--- src/rtl/tt_sweep_if.sv ---
// -----------------------------------------------------------------------------
// tt_sweep_if
// Bundle between the truth-table sweeper and the harness around it: the sweep
// request, the vector sent to both function-under-test instances, their two
// results and the sweep status/result outputs.
//
// Signals:
//   start          sweep request (harness -> sweeper)
//   abcd[3:0]      vector to both instances, abcd[3]=a, abcd[0]=d
//   fg, fa         results of the gate-level / assign-level instances
//   busy, done     sweep in progress / sweep finished (held until restart)
//   pass_cnt[4:0]  vectors that passed, 0..16
//   fail_cnt[4:0]  vectors that failed, 0..16
//   first_fail_idx vector value of the first failure in the sweep
//   first_fail_vld first_fail_idx holds a captured value
//
// Modports: slave = the sweeper, master = whoever drives start/fg/fa.
// -----------------------------------------------------------------------------
interface tt_sweep_if;
    logic       start;
    logic [3:0] abcd;
    logic       fg;
    logic       fa;
    logic       busy;
    logic       done;
    logic [4:0] pass_cnt;
    logic [4:0] fail_cnt;
    logic [3:0] first_fail_idx;
    logic       first_fail_vld;

    modport slave (
        input  start, fg, fa,
        output abcd, busy, done, pass_cnt, fail_cnt, first_fail_idx, first_fail_vld
    );

    modport master (
        output start, fg, fa,
        input  abcd, busy, done, pass_cnt, fail_cnt, first_fail_idx, first_fail_vld
    );
endinterface

--- src/rtl/tt_sweep.sv ---
// -----------------------------------------------------------------------------
// tt_sweep
// Exhaustive truth-table sweeper for a 4-input function. On start it walks
// abcd through 0..15, holds each vector SETTLE cycles, then spends one cycle
// comparing the two implementations' results and counting pass/fail. The
// first failing vector is latched. A full sweep takes 16*(SETTLE+1) cycles.
//
// Parameters:
//   SETTLE  cycles each vector is held before it is sampled (1..15)
//
// Ports:
//   clk     rising-edge clock
//   rst_n   synchronous active-low reset; wins over start
//   io_bus  tt_sweep_if.slave (start, abcd, fg, fa, busy, done, pass_cnt,
//           fail_cnt, first_fail_idx, first_fail_vld)
//
// Build option:
//   TT_SWEEP_ORACLE_EN  when defined, an internal reference
//                       f = b&~c | a&~c | c&d is computed on abcd and both
//                       fg and fa must match it. When undefined, a vector
//                       passes when fg and fa agree. Ports are identical.
// -----------------------------------------------------------------------------
module tt_sweep #(
    parameter int SETTLE = 1
) (
    input  logic       clk,
    input  logic       rst_n,
    tt_sweep_if.slave  io_bus
);

    typedef enum logic [1:0] {
        IDLE   = 2'd0,
        DRIVE  = 2'd1,
        SAMPLE = 2'd2,
        DONE   = 2'd3
    } state_t;

    localparam logic [3:0] SETTLE_LAST = 4'(SETTLE - 1);
    localparam logic [4:0] CNT_MAX     = 5'd16;

    state_t     r_state;
    state_t     w_state_nxt;
    logic [3:0] r_settle_cnt;
    logic [3:0] r_abcd;
    logic [4:0] r_pass_cnt;
    logic [4:0] r_fail_cnt;
    logic [3:0] r_ff_idx;
    logic       r_ff_vld;
    logic       w_pass;
    logic       w_busy;
    logic       w_done;
    logic       w_settled;
    logic       w_last_vec;

    // Counters stop at 16 rather than wrapping into 0.
    function automatic logic [4:0] sat_inc(input logic [4:0] v);
        return (v >= CNT_MAX) ? CNT_MAX : v + 5'd1;
    endfunction

    assign w_settled  = (r_settle_cnt == SETTLE_LAST);
    assign w_last_vec = (r_abcd == 4'd15);

`ifdef TT_SWEEP_ORACLE_EN
    logic w_oracle;

    // abcd[3]=a, abcd[2]=b, abcd[1]=c, abcd[0]=d
    assign w_oracle = (r_abcd[2] & ~r_abcd[1]) |
                      (r_abcd[3] & ~r_abcd[1]) |
                      (r_abcd[1] &  r_abcd[0]);
    // Case equality so an X/Z result never counts as a match.
    assign w_pass   = (io_bus.fg === w_oracle) && (io_bus.fa === w_oracle);
`else
    assign w_pass   = (io_bus.fg === io_bus.fa);
`endif

    // State register
    always_ff @(posedge clk) begin
        if (!rst_n) begin
            r_state <= IDLE;
        end else begin
            r_state <= w_state_nxt;
        end
    end

    // Next-state logic; start is only looked at in IDLE and DONE, so a
    // request during a sweep has no effect.
    always_comb begin
        w_state_nxt = r_state;
        case (r_state)
            IDLE:    if (io_bus.start) w_state_nxt = DRIVE;
            DRIVE:   if (w_settled)    w_state_nxt = SAMPLE;
            SAMPLE:  w_state_nxt = w_last_vec ? DONE : DRIVE;
            DONE:    if (io_bus.start) w_state_nxt = DRIVE;
            default: w_state_nxt = IDLE;
        endcase
    end

    // Output decode from the registered state
    always_comb begin
        w_busy = 1'b0;
        w_done = 1'b0;
        case (r_state)
            DRIVE, SAMPLE: w_busy = 1'b1;
            DONE:          w_done = 1'b1;
            default:       ;
        endcase
    end

    // Vector, settle counter and result registers
    always_ff @(posedge clk) begin
        if (!rst_n) begin
            r_settle_cnt <= 4'd0;
            r_abcd       <= 4'd0;
            r_pass_cnt   <= 5'd0;
            r_fail_cnt   <= 5'd0;
            r_ff_idx     <= 4'd0;
            r_ff_vld     <= 1'b0;
        end else begin
            case (r_state)
                IDLE, DONE: begin
                    if (io_bus.start) begin
                        r_settle_cnt <= 4'd0;
                        r_abcd       <= 4'd0;
                        r_pass_cnt   <= 5'd0;
                        r_fail_cnt   <= 5'd0;
                        r_ff_idx     <= 4'd0;
                        r_ff_vld     <= 1'b0;
                    end
                end
                DRIVE: begin
                    // Counter is left at 0 on the way out so the next
                    // vector starts its hold from scratch.
                    r_settle_cnt <= w_settled ? 4'd0 : r_settle_cnt + 4'd1;
                end
                SAMPLE: begin
                    if (w_pass) begin
                        r_pass_cnt <= sat_inc(r_pass_cnt);
                    end else begin
                        r_fail_cnt <= sat_inc(r_fail_cnt);
                        if (!r_ff_vld) begin
                            r_ff_idx <= r_abcd;
                            r_ff_vld <= 1'b1;
                        end
                    end
                    // Vector stays at 15 once the sweep is over.
                    if (!w_last_vec) begin
                        r_abcd <= r_abcd + 4'd1;
                    end
                end
                default: ;
            endcase
        end
    end

    assign io_bus.abcd           = r_abcd;
    assign io_bus.busy           = w_busy;
    assign io_bus.done           = w_done;
    assign io_bus.pass_cnt       = r_pass_cnt;
    assign io_bus.fail_cnt       = r_fail_cnt;
    assign io_bus.first_fail_idx = r_ff_idx;
    assign io_bus.first_fail_vld = r_ff_vld;

endmodule

--- src/flat_wrapper.sv ---
// flat-port wrapper written by rule: the top's interface ports become plain ports
module tt_sweep_flat 
#(
    parameter int SETTLE = 1
)
  (clk, rst_n, io_bus_start, io_bus_fg, io_bus_fa, io_bus_abcd, io_bus_busy, io_bus_done, io_bus_pass_cnt, io_bus_fail_cnt, io_bus_first_fail_idx, io_bus_first_fail_vld);
  tt_sweep_if io_bus_i ();
  input  logic clk;
  input  logic rst_n;
  input wire logic [$bits(io_bus_i.start)-1:0] io_bus_start;
  input wire logic [$bits(io_bus_i.fg)-1:0] io_bus_fg;
  input wire logic [$bits(io_bus_i.fa)-1:0] io_bus_fa;
  output wire logic [$bits(io_bus_i.abcd)-1:0] io_bus_abcd;
  output wire logic [$bits(io_bus_i.busy)-1:0] io_bus_busy;
  output wire logic [$bits(io_bus_i.done)-1:0] io_bus_done;
  output wire logic [$bits(io_bus_i.pass_cnt)-1:0] io_bus_pass_cnt;
  output wire logic [$bits(io_bus_i.fail_cnt)-1:0] io_bus_fail_cnt;
  output wire logic [$bits(io_bus_i.first_fail_idx)-1:0] io_bus_first_fail_idx;
  output wire logic [$bits(io_bus_i.first_fail_vld)-1:0] io_bus_first_fail_vld;
  assign io_bus_i.start = io_bus_start;
  assign io_bus_i.fg = io_bus_fg;
  assign io_bus_i.fa = io_bus_fa;
  assign io_bus_abcd = io_bus_i.abcd;
  assign io_bus_busy = io_bus_i.busy;
  assign io_bus_done = io_bus_i.done;
  assign io_bus_pass_cnt = io_bus_i.pass_cnt;
  assign io_bus_fail_cnt = io_bus_i.fail_cnt;
  assign io_bus_first_fail_idx = io_bus_i.first_fail_idx;
  assign io_bus_first_fail_vld = io_bus_i.first_fail_vld;
  tt_sweep #(.SETTLE(SETTLE)) u_core (.clk(clk), .rst_n(rst_n), .io_bus(io_bus_i));
endmodule
--- config.mk ---
export PLATFORM = sky130hd
export DESIGN_NAME = tt_sweep_flat
export DESIGN_NICKNAME = d
export VERILOG_FILES = /design/src/rtl/tt_sweep_if.sv /design/src/rtl/tt_sweep.sv /design/src/flat_wrapper.sv
export SDC_FILE = /design/constraint.sdc
export NUM_CORES = 1
export LEC_CHECK = 0
export CAP_MARGIN = 20
export CORE_MARGIN = 2
export CORE_UTILIZATION = 52
export CTS_BUF_LIST = sky130_fd_sc_hd__clkbuf_8
export DETAILED_ROUTE_END_ITERATION = 16
export GPL_TIMING_DRIVEN = 0
export PLACE_DENSITY = 0.81
export SLEW_MARGIN = 25
export SYNTH_ARGS = -nofsm -noshare
export SYNTH_HDL_FRONTEND = slang
export SYNTH_SLANG_ARGS = --single-unit
--- constraint.sdc ---
create_clock -name clk -period 2.1 [get_ports clk]
set_input_delay 0.21 -clock clk [delete_from_list [all_inputs] [get_ports clk]]
set_output_delay 0.21 -clock clk [all_outputs]
set_load 0.02 [all_outputs]
* Word-level counts from Yosys, hierarchy flattened
Index checks and enable logic that the tools add are counted.
** Storage, ports and cells
- Flip-flop bits (word level) :: 25
- Latch bits :: 0
- Bits in writable memories :: 0
- Bits in read-only memories :: 0
- Input port bits :: 5
- Output and inout bits :: 21
- Logic and storage cells :: 60
- Memories kept :: 0
** Operators by class
- Add/subtract/negate cells :: 4
- Multipliers :: 0
- Divide/modulo/power cells :: 0
- Magnitude comparators :: 2
- Equal/unequal tests :: 11
- Shift operators :: 0
- Multiplexer cells :: 24
- Bitwise logic cells :: 0
- Reductions and logical operators :: 12
** Operators by type and width (count)
- 5-bit 2-to-1 mux :: 5
- 4-bit case mux with 2 select lines :: 3
- 4-bit 2-to-1 mux :: 5
- 5-bit case mux with 2 select lines :: 2
- 5-bit by 1-bit adder with 5-bit output (second input constant) :: 2
- 5-bit greater-or-equal comparator (second input constant) :: 2
- 3-bit AND reduction :: 3
- 4-bit by 1-bit adder with 4-bit output (second input constant) :: 2
- 2-bit 2-to-1 mux :: 3
- 2-bit by 1-bit inequality test with 1-bit output (second input constant) :: 3
- 2-bit inequality test (second input constant) :: 3
- 2-bit case mux with 3 select lines :: 1
- 2-bit == test (second input constant) :: 2
- 4-bit == test (second input constant) :: 1
- 4-bit logical NOT :: 1
- 1-bit 2-to-1 mux :: 4
- 2-bit AND reduction :: 2
- 4-bit AND reduction :: 1
- 2-bit nonzero test :: 2
- 2-bit OR reduction :: 2
- 2-bit by 1-bit == test with 1-bit output (second input constant) :: 1
- 2-bit logical NOT :: 1
- 1-bit case mux with 2 select lines :: 1
- 1-bit case equality test :: 1

* Longest topological paths before layout
- Depth after elaboration :: 4
- Mapped depth :: 7
- Gate-level depth less buffers :: 6

* Worst setup path before layout
OpenSTA, ideal clock, no wires.
- Path type :: reg2reg
- From :: register u_core.r_state[0]
- To :: register u_core.r_ff_idx[3] (netlist: u_core.io_bus.first_fail_idx[3])
- Setup time :: 0.070 ns
- Arrival :: 1.687 ns
- Required time :: 2.030 ns
- Setup slack :: 0.343 ns
- Stages on the path, launching flop included :: 7
- Path buffers :: 0
- Clock period less this slack :: 1.757 ns
- Path through :: dfxtp_1 > inv_1 > ha_1 > nor2b_4 > or4_1 > or2_0 > a21oi_1
** On the way
- Word-level cells in the longest chain between the ends :: 4
- Elaborated cells between the ends (all ways) :: 10
- Those cells by class :: eq/ne (5); mux (1); reduce/logical (4)
** Ends and longest elaborated chain
- start: declaration :: line tt_sweep.sv:41 : state_t r_state;
- start signal: assignment :: line tt_sweep.sv:81 : r_state <= w_state_nxt;
- 2-bit == test / 2-bit logical NOT (equally long branches) :: line tt_sweep.sv:119 : case (r_state)
- 2-bit OR reduction (no source line)
- 2-bit by 1-bit inequality test with 1-bit output (no source line) / 2-bit nonzero test (equally long branches)
- 4-bit AND reduction (no source line)
- end signal: assignment :: line tt_sweep.sv:141 : r_ff_idx <= r_abcd;
- end: declaration :: line tt_sweep.sv:47 : logic [3:0] r_ff_idx;
Several ways; a longest one is shown, not always the timed one.
A chain may end at the register's enable or synchronous reset.

* Worst setup path in the final report
- From :: register u_core.r_state[0]
- To :: output io_bus_busy
** On the way
- Word-level cells in the longest chain between the ends :: 3
- Elaborated cells between the ends (all ways) :: 4
- Those cells by class :: eq/ne (2); mux (1); reduce/logical (1)
** Ends and longest elaborated chain
- 2-bit by 1-bit == test with 1-bit output / 2-bit == test (equally long branches) :: line tt_sweep.sv:102 : case (r_state)
- 2-bit OR reduction (*) :: line tt_sweep.sv:102
- 1-bit 2-to-1 mux (*) :: line tt_sweep.sv:102
- end: declaration :: line flat_wrapper.sv:14 : output wire logic [$bits(io_bus_i.busy)-1:0] io_bus_busy;
Mark *: on every way between the ends. The rest lies on a longest branch, timed or not.

==> run metrics <==
Power, Total between 1 and 1.5 mW; leakage power ~0.6 nW; IO Port Bufs 25; Final Hold Viols 0; Tightest Pin Transition between 0.5 and 0.6 ns; Detail Route Antenna Nets 0; part of the power in registers between 40% and 50%; FF-to-FF Start u_core.r_state[0]$_SDFFE_PN0P_; number of CTS-inserted buffers 3; sw frac ~37%; # IOs 26; Max IR drop VDD 0.000578 V; GRT Util Overall about 23%; crit path capture io_bus_busy; final cycle utilization of the critical path roughly 94%; Min-Delay Startpoint u_core.io_bus.first_fail_idx[3]$_SDFFE_PN0P_; CTS Root Cell clkbuf_8; CP Launch Type register; worst-case reg-to-reg path depth 6; dpl hpwl between 2000 and 2500 um; first-pass GRT wire length 4800 um; Clk Latency, worst-skew pair roughly 0.27 ns; Clock Tree Buf Depth 2; num rows 17; Starting Density between 50% and 60%; Rel. slew slack about 60%; Clock transition at path regs 0.09 ns; Pwr Density about 800 nW/um^2; pre-CTS WS 0.0997 ns; critical path class register to primary output; # hold bufs at CTS 0; r2r setup slk around 0.19 ns; Post-synth ARST share 0%; GPL Wtd Cong approximately 0.78; chip height about 53 um; Seq cells post-synth 25; Area after DPL approximately 1600 um^2; TNS Setup 0 ns; Final WS setup 0.120 ns; FF/Latch Area between 500 and 600 um^2; Layout Utilization between 70% and 80%; Cell variety after synth 39; fin area ~1600 um^2; post-synthesis sequential area ratio between 30% and 40%; H-tree depth 1; Gate Count Post-Synth 148; die footprint about 2900 um^2; ANT cells 0; WL/cell 14.0 um; # DRC 0; max-cap violations 0; synth warn 0; Inst Count DP 201; most frequent cells in the layout clkdlybuf4s50_1, dfxtp_1, nor2_1; Avg Synthesized Cell Area 8.58 um^2; final setup fails 0; CP Max Fanout 7; Resized Gates After CTS 0; max-slew violation count 0; Crit path required time between 1.5 and 2 ns; vias in the first global route 1103; Comb pwr share a little over a third; sw power around 0.46 mW; crit path launch u_core.r_state[0]$_SDFFE_PN0P_; final wirelength ~2900 um; status finished clean; CP cell instances inv_1, ha_1, inv_1, clkdlybuf4s50_1; unrepaired setup endpoints after global routing false; P&R area growth vs syn 26.1%; Crit-path slowest cell clkdlybuf4s50_1; Multi-input gate area just over 700 um^2; min Tclk post-route 1.98 ns; fin cells approximately 210; Critical Path AT approximately 1.8 ns; DRT Pass-1 Iters 4; most frequent CP cell inv_1; Cell Area, Synth around 1300 um^2; main area contributors after synthesis dfxtp_1, ha_1, nor2_1; fillers a little over 200; CTS tree yes; cell taking the most area after synthesis dfxtp_1; Syn Nets between 150 and 200; largest net degree at the start of global routing 15; setup repair bufs after CTS 0; drt via density ~5.6; initial antenna violation count 0; Hold Slack roughly 0.49 ns; clock group share of total power between 20% and 30%; Num Clock Sinks 25; FF-to-FF End u_core.io_bus.first_fail_idx[3]$_SDFFE_PN0P_; worst hold path type register to register; clock skew roughly 0.0055 ns; Initial DRC Count 37; share of cells above drive strength 1 3.95%; top_reg_cell synth dfxtp_1; die width around 53 um; global route overflow 0; core area between 2000 and 2500 um^2; number of synthesized flops with an enable pin 0; top-area cell type share of the netlist area around two fifths; Slowest Stage Delay on Critical Path approximately 0.59 ns; Power Internal ~0.8 mW; Max Clock Freq 505 MHz; via count about 1200; crit end category primary output; NumNets Final 193
## worst min-delay path by stage
stage | depth (start not counted) | to
after detailed placement | 2 | u_core.io_bus.first_fail_idx[3]$_SDFFE_PN0P_
after floorplan | 2 | u_core.r_settle_cnt[0]$_SDFFE_PN0P_
after global placement | 2 | u_core.r_settle_cnt[3]$_SDFFE_PN0P_
final | 2 | u_core.io_bus.first_fail_idx[3]$_SDFFE_PN0P_
after CTS | 2 | u_core.io_bus.first_fail_idx[3]$_SDFFE_PN0P_
after global routing | 2 | u_core.r_settle_cnt[3]$_SDFFE_PN0P_
## registers in the layout (all words and copies together), names as in the netlist
name,cells
u_core.r_state,2
u_core.io_bus.pass_cnt,5
u_core.io_bus.first_fail_idx,4
u_core.io_bus.fail_cnt,5
u_core.io_bus.abcd,4
u_core.r_settle_cnt,4
u_core.io_bus.first_fail_vld,1
## power groups by stage
stage	registers [mW]	clock network [mW]	logic (mW)
global route	0.546	0.304	0.494
CTS	0.540	0.284	0.447
global placement	0.549	0	0.431
detailed placement	0.551	0	0.441
floorplan	0.567	0	0.279
finish	0.539	0.284	0.448
## kinds of logic (layout without fill, tap and decap cells)
family,after synthesis,count (layout),share of synthesized area (%)
AOI/OAI and AO/OA,35,35,18.4
xor gates and xnor gates,6,6,4.14
adders and majority gates,10,10,9.85
buffers and inverters,14,43,4.14
DFF,25,25,39.4
muxes,1,1,0.887
and+or+nand+nor,57,57,23.2
## metal layers
metal / track usage [%] / vias to the layer above / wire, um
met4: 7.26 / 0 / 40
met2: 39.9 / 23 / 1470
met3: 3.39 / 6 / 91
met1: 29.0 / 538 / 1280
li1: - / 584 / -
met5: 0 / - / 0
## cell usage after synthesis (2+ instances only)
cell      number
dfxtp_1       25
nor2_1        16
nand2_1       12
inv_1         11
ha_1          10
o21ai_0       10
nand3_1        9
a21oi_1        7
xor2_1         5
a32o_1         4
clkbuf_1       3
nand3b_1       3
or3_1          3
a21boi_0       2
nand4_1        2
nor3_1         2
o22ai_1        2
## area by class of cell
type	count	area share (%)
timing repair buffer	25	15.6
inverter	11	2.58
multi-input combinational	109	44.8
buffer	3	0.703
tap	28	2.19
clock inverter	1	0.312
sequential	25	31.2
clock buffer	3	2.58
## worst max-delay path, delay by kind of cell, from the launching register on
family,cells,cell delay (ns)
buffers and inverters,3,0.73
DFF,1,0.38
adders and majority gates,1,0.38
Power figures use the tool's default switching activity.
